<file path="src/rtl/alu_sequencer.sv">
// ============================================================================
// Module      : alu_sequencer
// Description : Command sequencer driving the 16-bit accumulator ALU pin
//               protocol (load, execute, read, capture) with valid/ready
//               command and result ports. Optional macro ALU_SEQ_PERF_EN
//               adds a saturating completed-result counter (perf_count).
// Revision    : 1.0 - initial release
// ============================================================================
`default_nettype none

module alu_sequencer #(
  parameter int               OPW    = 5,
  parameter int               DW     = 16,
  parameter logic [OPW-1:0]   NOP_OP = '0
) (
  input  logic            clk,
  input  logic            rst_n,
  input  logic            cmd_valid,
  output logic            cmd_ready,
  input  logic            cmd_load,
  input  logic [OPW-1:0]  cmd_op,
  input  logic [DW-1:0]   cmd_a,
  input  logic [DW-1:0]   cmd_b,
  output logic            res_valid,
  input  logic            res_ready,
  output logic [DW-1:0]   res_data,
  output logic            res_flag,
  output logic            busy,
  output logic [OPW-1:0]  alu_opcode,
  output logic [DW-1:0]   alu_operand,
  output logic            alu_write,
  output logic            alu_read,
  input  logic [DW-1:0]   alu_accout,
  input  logic            alu_flag
`ifdef ALU_SEQ_PERF_EN
  ,
  output logic [15:0]     perf_count
`endif
);

  localparam logic [2:0] S_IDLE = 3'd0;
  localparam logic [2:0] S_LOAD = 3'd1;
  localparam logic [2:0] S_EXEC = 3'd2;
  localparam logic [2:0] S_READ = 3'd3;
  localparam logic [2:0] S_CAPT = 3'd4;
  localparam logic [2:0] S_RESP = 3'd5;

  logic [2:0]     r_state;
  logic [OPW-1:0] r_op;
  logic [DW-1:0]  r_a;
  logic [DW-1:0]  r_b;
  logic           r_load;
  logic           r_res_valid;
  logic [DW-1:0]  r_res_data;
  logic           r_res_flag;
  logic           w_accept;

  // cmd_ready is gated by rst_n so it reads 0 throughout reset assertion.
  assign cmd_ready = rst_n && (r_state == S_IDLE);
  assign w_accept  = cmd_valid && cmd_ready;
  assign busy      = (r_state != S_IDLE);
  assign res_valid = r_res_valid;
  assign res_data  = r_res_data;
  assign res_flag  = r_res_flag;

  always_ff @(posedge clk) begin
    if (!rst_n) begin
      r_state     <= S_IDLE;
      r_op        <= NOP_OP;
      r_a         <= '0;
      r_b         <= '0;
      r_load      <= 1'b0;
      r_res_valid <= 1'b0;
      r_res_data  <= '0;
      r_res_flag  <= 1'b0;
    end else begin
      case (r_state)
        S_IDLE: begin
          if (w_accept) begin
            r_op    <= cmd_op;
            r_a     <= cmd_a;
            r_b     <= cmd_b;
            r_load  <= cmd_load;
            r_state <= cmd_load ? S_LOAD : S_EXEC;
          end
        end
        S_LOAD: r_state <= S_EXEC;
        S_EXEC: r_state <= S_READ;
        S_READ: r_state <= S_CAPT;
        S_CAPT: begin
          r_res_data  <= alu_accout;
          r_res_flag  <= alu_flag;
          r_res_valid <= 1'b1;
          r_state     <= S_RESP;
        end
        S_RESP: begin
          if (res_ready) begin
            r_res_valid <= 1'b0;
            r_state     <= S_IDLE;
          end
        end
        default: r_state <= S_IDLE;
      endcase
    end
  end

  // ALU pins decode purely from registered state and the latched command.
  always_comb begin
    alu_opcode  = NOP_OP;
    alu_operand = '0;
    alu_write   = 1'b0;
    alu_read    = 1'b0;
    case (r_state)
      S_LOAD: begin
        alu_operand = r_a;
        alu_write   = r_load;
      end
      S_EXEC: begin
        alu_opcode  = r_op;
        alu_operand = r_b;
      end
      S_READ: alu_read = 1'b1;
      default: ;
    endcase
  end

`ifdef ALU_SEQ_PERF_EN
  logic [15:0] r_perf_count;

  always_ff @(posedge clk) begin
    if (!rst_n) begin
      r_perf_count <= 16'h0000;
    end else if (r_res_valid && res_ready && (r_perf_count != 16'hFFFF)) begin
      r_perf_count <= r_perf_count + 16'h0001;
    end
  end

  assign perf_count = r_perf_count;
`endif

endmodule

`default_nettype wire

</file>
<file path="config.mk">
export PLATFORM = sky130hd
export DESIGN_NAME = alu_sequencer
export DESIGN_NICKNAME = d
export VERILOG_FILES = /design/src/rtl/alu_sequencer.sv
export SDC_FILE = /design/constraint.sdc
export NUM_CORES = 1
export LEC_CHECK = 0
export ABC_AREA = 1
export BUFFER_PORTS_ARGS = -buffer_cell sky130_fd_sc_hd__clkbuf_2
export CAP_MARGIN = 20
export CORE_MARGIN = 1.5
export CORE_UTILIZATION = 26
export DETAILED_ROUTE_END_ITERATION = 10
export HOLD_SLACK_MARGIN = 0.02
export SLEW_MARGIN = 0
export SYNTH_ARGS = -nofsm -noshare
export SYNTH_HDL_FRONTEND = slang
export SYNTH_SLANG_ARGS = --single-unit
</file>
<file path="constraint.sdc">
create_clock -name clk -period 1.6 [get_ports clk]
set_clock_uncertainty 0.2 [all_clocks]
set_input_delay 0.08 -clock clk [delete_from_list [all_inputs] [get_ports clk]]
set_output_delay 0.08 -clock clk [all_outputs]
set_load 0.05 [all_outputs]
</file>
==> impl_results.html <==
<table>
<tr><th>Metric</th><th>Value</th></tr>
<tr><th colspan="2">Outcome</th></tr>
<tr><td>Status</td><td>finished, violations left</td></tr>
<tr><td>Violations in the final reports</td><td>setup timing</td></tr>
<tr><th colspan="2">Floorplanning</th></tr>
<tr><td>Row Count</td><td>35</td></tr>
<tr><td>DIE WIDTH</td><td>~100 um</td></tr>
<tr><td>Die area</td><td>0.01018 mm^2</td></tr>
<tr><td>Initial Utilization</td><td>0.2683</td></tr>
<tr><td>Top-Level Pins</td><td>between 100 and 150</td></tr>
<tr><td>Total core area</td><td>slightly above 0.009 mm^2</td></tr>
<tr><td>Die height</td><td>a little over 100 um</td></tr>
<tr><th colspan="2">Worst setup path</th></tr>
<tr><td>Critical Path Fanout Max</td><td>7</td></tr>
<tr><td>Critical path startpoint category</td><td>register</td></tr>
<tr><td>Cell family with most CP delay</td><td>buffers and inverters</td></tr>
<tr><td>Largest stage delay, worst path</td><td>roughly 0.37 ns</td></tr>
<tr><td>Series of cell instances along the critical path</td><td>inv_4 -&gt; nand3_4 -&gt; buf_8 -&gt; o22ai_4 -&gt; buf_12</td></tr>
<tr><td>Category of the worst setup path capture point</td><td>output port</td></tr>
<tr><td>Worst Reg-to-Reg Cells</td><td>9</td></tr>
<tr><td>Endpoint required time on the critical path</td><td>between 1 and 1.5 ns</td></tr>
<tr><td>Data arrival time of the critical path</td><td>about 1.4 ns</td></tr>
<tr><td>Worst flop-to-flop path endpoint</td><td>r_a[5]</td></tr>
<tr><td>Worst reg2reg path startpoint</td><td>r_state[1]</td></tr>
<tr><td>Number of buffers and inverters on the critical path</td><td>3</td></tr>
<tr><td>Reg2Reg Setup Slack</td><td>about 0.030 ns</td></tr>
<tr><td>Path type of the worst setup path</td><td>reg2out</td></tr>
<tr><td>Critical-path cell with the highest stage delay</td><td>dfxtp_4</td></tr>
<tr><th colspan="2">GRT</th></tr>
<tr><td>Maximum number of pins on one net before global-route repair</td><td>48</td></tr>
<tr><td>Global-route wire length before repair</td><td>14260 um</td></tr>
<tr><td>Overall Global Routing Usage</td><td>0.1797</td></tr>
<tr><td>Antenna violations before repair</td><td>0</td></tr>
<tr><td>Overall overflow remaining after global route</td><td>0</td></tr>
<tr><td>Number of global-route vias before repair</td><td>slightly above 3000</td></tr>
<tr><th colspan="2">Power</th></tr>
<tr><td>Sw Pwr</td><td>1764 uW</td></tr>
<tr><td>P_int</td><td>3120 uW</td></tr>
<tr><td>Clock power frac</td><td>0.255</td></tr>
<tr><td>Worst ir drop on vdd</td><td>0.0004180 V</td></tr>
<tr><td>Relative contribution of combinational cells to total power</td><td>0.386</td></tr>
<tr><td>Leak</td><td>0.002119 uW</td></tr>
<tr><td>Share of total power consumed by net switching</td><td>0.3612</td></tr>
<tr><td>Cell Pwr Density</td><td>about 1100 mW/mm^2</td></tr>
<tr><td>Sequential cell fraction of total power</td><td>0.358</td></tr>
<tr><th colspan="2">Worst hold path</th></tr>
<tr><td>Worst Min Path Start</td><td>r_b[4]</td></tr>
<tr><td>Worst hold path endpoint</td><td>r_b[4]</td></tr>
<tr><td>Cell depth of the worst hold path</td><td>2</td></tr>
<tr><td>Class of the worst hold path</td><td>reg2reg</td></tr>
<tr><th colspan="2">Clocking</th></tr>
<tr><td>CTS clk-pin slew, worst paths</td><td>~0.070 ns</td></tr>
<tr><td>Number of buffers on the longest clock path</td><td>2</td></tr>
<tr><td>Total clock buffers created by CTS</td><td>9</td></tr>
<tr><td>Clock tree from TritonCTS</td><td>yes</td></tr>
<tr><td>Library cell used as clock root buffer</td><td>clkbuf_8</td></tr>
<tr><td>Number of sinks on the clock net</td><td>between 50 and 60</td></tr>
<tr><td>Clock insertion delay at the later pin of the skew report</td><td>~0.33 ns</td></tr>
<tr><td>Total number of H-tree levels</td><td>3</td></tr>
<tr><th colspan="2">Yosys</th></tr>
<tr><td>Area of the mapped netlist</td><td>roughly 0.0025 mm^2</td></tr>
<tr><td>Number of warnings issued by yosys</td><td>0</td></tr>
<tr><td>Post-synthesis sequential area ratio</td><td>0.4741</td></tr>
<tr><td>Per-instance average area after synthesis</td><td>between 7 and 8 um^2</td></tr>
<tr><td>Flip-flop and latch count after synthesis</td><td>roughly 60</td></tr>
<tr><td>Gate Count Post-Synth</td><td>roughly 340</td></tr>
<tr><td>Post-Syn Nets</td><td>approximately 400</td></tr>
<tr><td>Synth cell types</td><td>20</td></tr>
<tr><th colspan="2">Layout</th></tr>
<tr><td>Final standard cell utilization of the core</td><td>0.4995</td></tr>
<tr><td>Area growth syn-to-layout</td><td>86.14%</td></tr>
<tr><td>Number of fillers in the final layout</td><td>about 890</td></tr>
<tr><td>Share of cells above drive strength 1</td><td>0.3398</td></tr>
<tr><td>Inserted Diodes</td><td>0</td></tr>
<tr><td>Post-route design area</td><td>between 0.004 and 0.005 mm^2</td></tr>
<tr><td>Layout net count</td><td>573</td></tr>
<tr><th colspan="2">STA</th></tr>
<tr><td>Final hold violation count</td><td>0</td></tr>
<tr><td>RSZ-0062 raised after global routing</td><td>yes</td></tr>
<tr><td>Fraction of the cycle the final worst path needs</td><td>1.059</td></tr>
<tr><td>Shortest clock period the worst path allows after layout</td><td>about 1.7 ns</td></tr>
<tr><td>Setup TNS</td><td>-1.443 ns</td></tr>
<tr><td>Worst Max-Slew Pin Slew</td><td>about 0.48 ns</td></tr>
<tr><td>Worst max-slew margin expressed relative to the limit</td><td>0.6801</td></tr>
<tr><td>Fmax</td><td>around 590 MHz</td></tr>
<tr><td>Total count of max-transition violations in the final report</td><td>0</td></tr>
<tr><td>Slack of the critical path</td><td>-0.09395 ns</td></tr>
<tr><td>Count of endpoints failing setup in the final report</td><td>21</td></tr>
<tr><th colspan="2">Routing</th></tr>
<tr><td>Detail Route Antenna Nets</td><td>0</td></tr>
<tr><td>Wire per inst</td><td>roughly 14 um</td></tr>
<tr><td>Iteration count of the initial detailed-routing pass</td><td>4</td></tr>
<tr><td>First-iteration detailed-routing DRC count</td><td>between 80 and 90</td></tr>
<tr><td>Via count normalized by instance count</td><td>about 4.5</td></tr>
<tr><td>Detailed Route WL</td><td>roughly 9000 um</td></tr>
<tr><td>Post-route DRC</td><td>0</td></tr>
<tr><td>Vias</td><td>around 2900</td></tr>
<tr><th colspan="2">Place</th></tr>
<tr><td>Weighted congestion reported at the end of routability-driven placement</td><td>~0.73</td></tr>
<tr><td>Final HPWL DP</td><td>4970 um</td></tr>
<tr><td>Number of input and output port buffers inserted</td><td>~100</td></tr>
<tr><td>Cell area after placement</td><td>0.003301 mm^2</td></tr>
<tr><th colspan="2">Job</th></tr>
<tr><td>Number of max-capacitance violations reported</td><td>0</td></tr>
</table>
## how the worst max path moves through the flow
stage                          start              end  slack [ns]  cells after the start
final                     r_state[1]   alu_operand[8]       -0.09                      5
after global routing      r_state[0]  alu_operand[11]       -0.16                      5
after CTS                 r_state[0]   alu_operand[7]       -0.12                      5
after detailed placement  r_state[0]   alu_operand[7]        0.08                      4
after global placement    r_state[0]   alu_operand[5]        0.13                      4
after floorplan           r_state[2]  alu_operand[12]       -0.25                      4
## Yosys cell counts
cell / count / area share
a21oi_1: 2 / 0.0040
nor2_1: 41 / 0.062
nand4_1: 1 / 0.0025
inv_2: 5 / 0.0075
nand2_2: 1 / 0.0025
nand3_1: 82 / 0.16
o22ai_1: 16 / 0.040
inv_1: 44 / 0.066
clkbuf_1: 10 / 0.015
buf_4: 1 / 0.0030
nor3_1: 1 / 0.0020
buf_1: 1 / 0.0015
a31oi_1: 1 / 0.0025
dfxtp_1: 59 / 0.47
o21ai_0: 20 / 0.040
nor2_4: 3 / 0.014
buf_6: 4 / 0.018
o211ai_1: 1 / 0.0030
nand2_1: 42 / 0.063
buf_2: 7 / 0.014
## power groups by stage
stage	clock [uW]	combinational (uW)	sequential, uW
finish	1250	1890	1750
global route	1370	2010	1770
CTS	1290	1750	1740
detailed placement	0	1290	1760
global placement	0	1270	1750
floorplan	0	798	1840
## layout by cell type, fill, tap and decap left out, types with 2 or more instances in the layout
master,count
nor2_4,7
inv_2,2
buf_12,8
nand2_1,42
nand3_1,79
buf_4,13
dfxtp_1,56
nor2_1,36
buf_8,20
dfxtp_4,2
nand3_4,3
inv_4,3
o22ai_2,6
clkbuf_2,76
o21ai_0,20
clkinv_2,2
clkbuf_8,14
a21oi_1,2
buf_6,3
dlygate4sd3_1,58
inv_1,44
buf_16,2
o22ai_4,10
## state kept, by name, indices dropped and copies added, names as in the netlist
name	flops
r_load	1
res_flag	1
r_b	16
r_state	3
r_op	5
res_data	16
r_a	16
res_valid	1
## stage by stage
stage / power (uW) / setup slack (ns) / cells / hold slack, ns
6_report: 4885 / -0.09395 / 647 / 0.2685
5_1_grt: 5145 / -0.1637 / 647 / 0.2853
4_1_cts: 4777 / -0.1211 / 646 / 0.2717
3_5_place_dp: 3050 / 0.08300 / 562 / 0.1040
3_3_place_gp: 3018 / 0.1273 / 562 / 0.1031
2_1_floorplan: 2639 / -0.2492 / 342 / 0.01129
## worst reg2reg max path: stages (launching register included)
cell and delay [ns]:
dfxtp_4 0.37, inv_4 0.09, nand2_4 0.07, nor2_4 0.12, inv_2 0.06, nor2_4 0.11
buf_4 0.16, buf_16 0.16, nand3_1 0.09, nand2_1 0.09
## metal layers
layer	global-route usage	vias to the layer above	part of all wire
met1	0.1990	1346	0.42
met4	0.09534	0	0.025
met2	0.3212	105	0.51
li1	-	1453	-
met5	0	-	0
met3	0.03745	22	0.047
## timing repair
item                       in CTS  in global routing
gates cloned                    3                  1
hold endpoints to repair       59                  0
hold buffers                   58                  0
setup endpoints to repair      24                 62
buffers inserted                8                  0
pin swaps                       3                  5
resized for setup              71                 37
## logic make-up after synthesis
kind of cell / synth area share
AO/OA/AOI/OAI: 0.08991
flip-flops: 0.4741
AND/OR/NAND/NOR: 0.3104
buffers and inverters: 0.1256
## layout make-up
cell class	count	area (um^2)	area share
Multi-Input combinational cell	211	1247	0.2690
Clock buffer	13	168.9	0.03643
Sequential cell	59	1190	0.2566
Timing Repair Buffer	184	1668	0.3597
Tap cell	129	161.4	0.03481
Inverter	49	191.4	0.04128
Clock inverter	2	10.01	0.002159
Power figures use the tool's default switching activity.
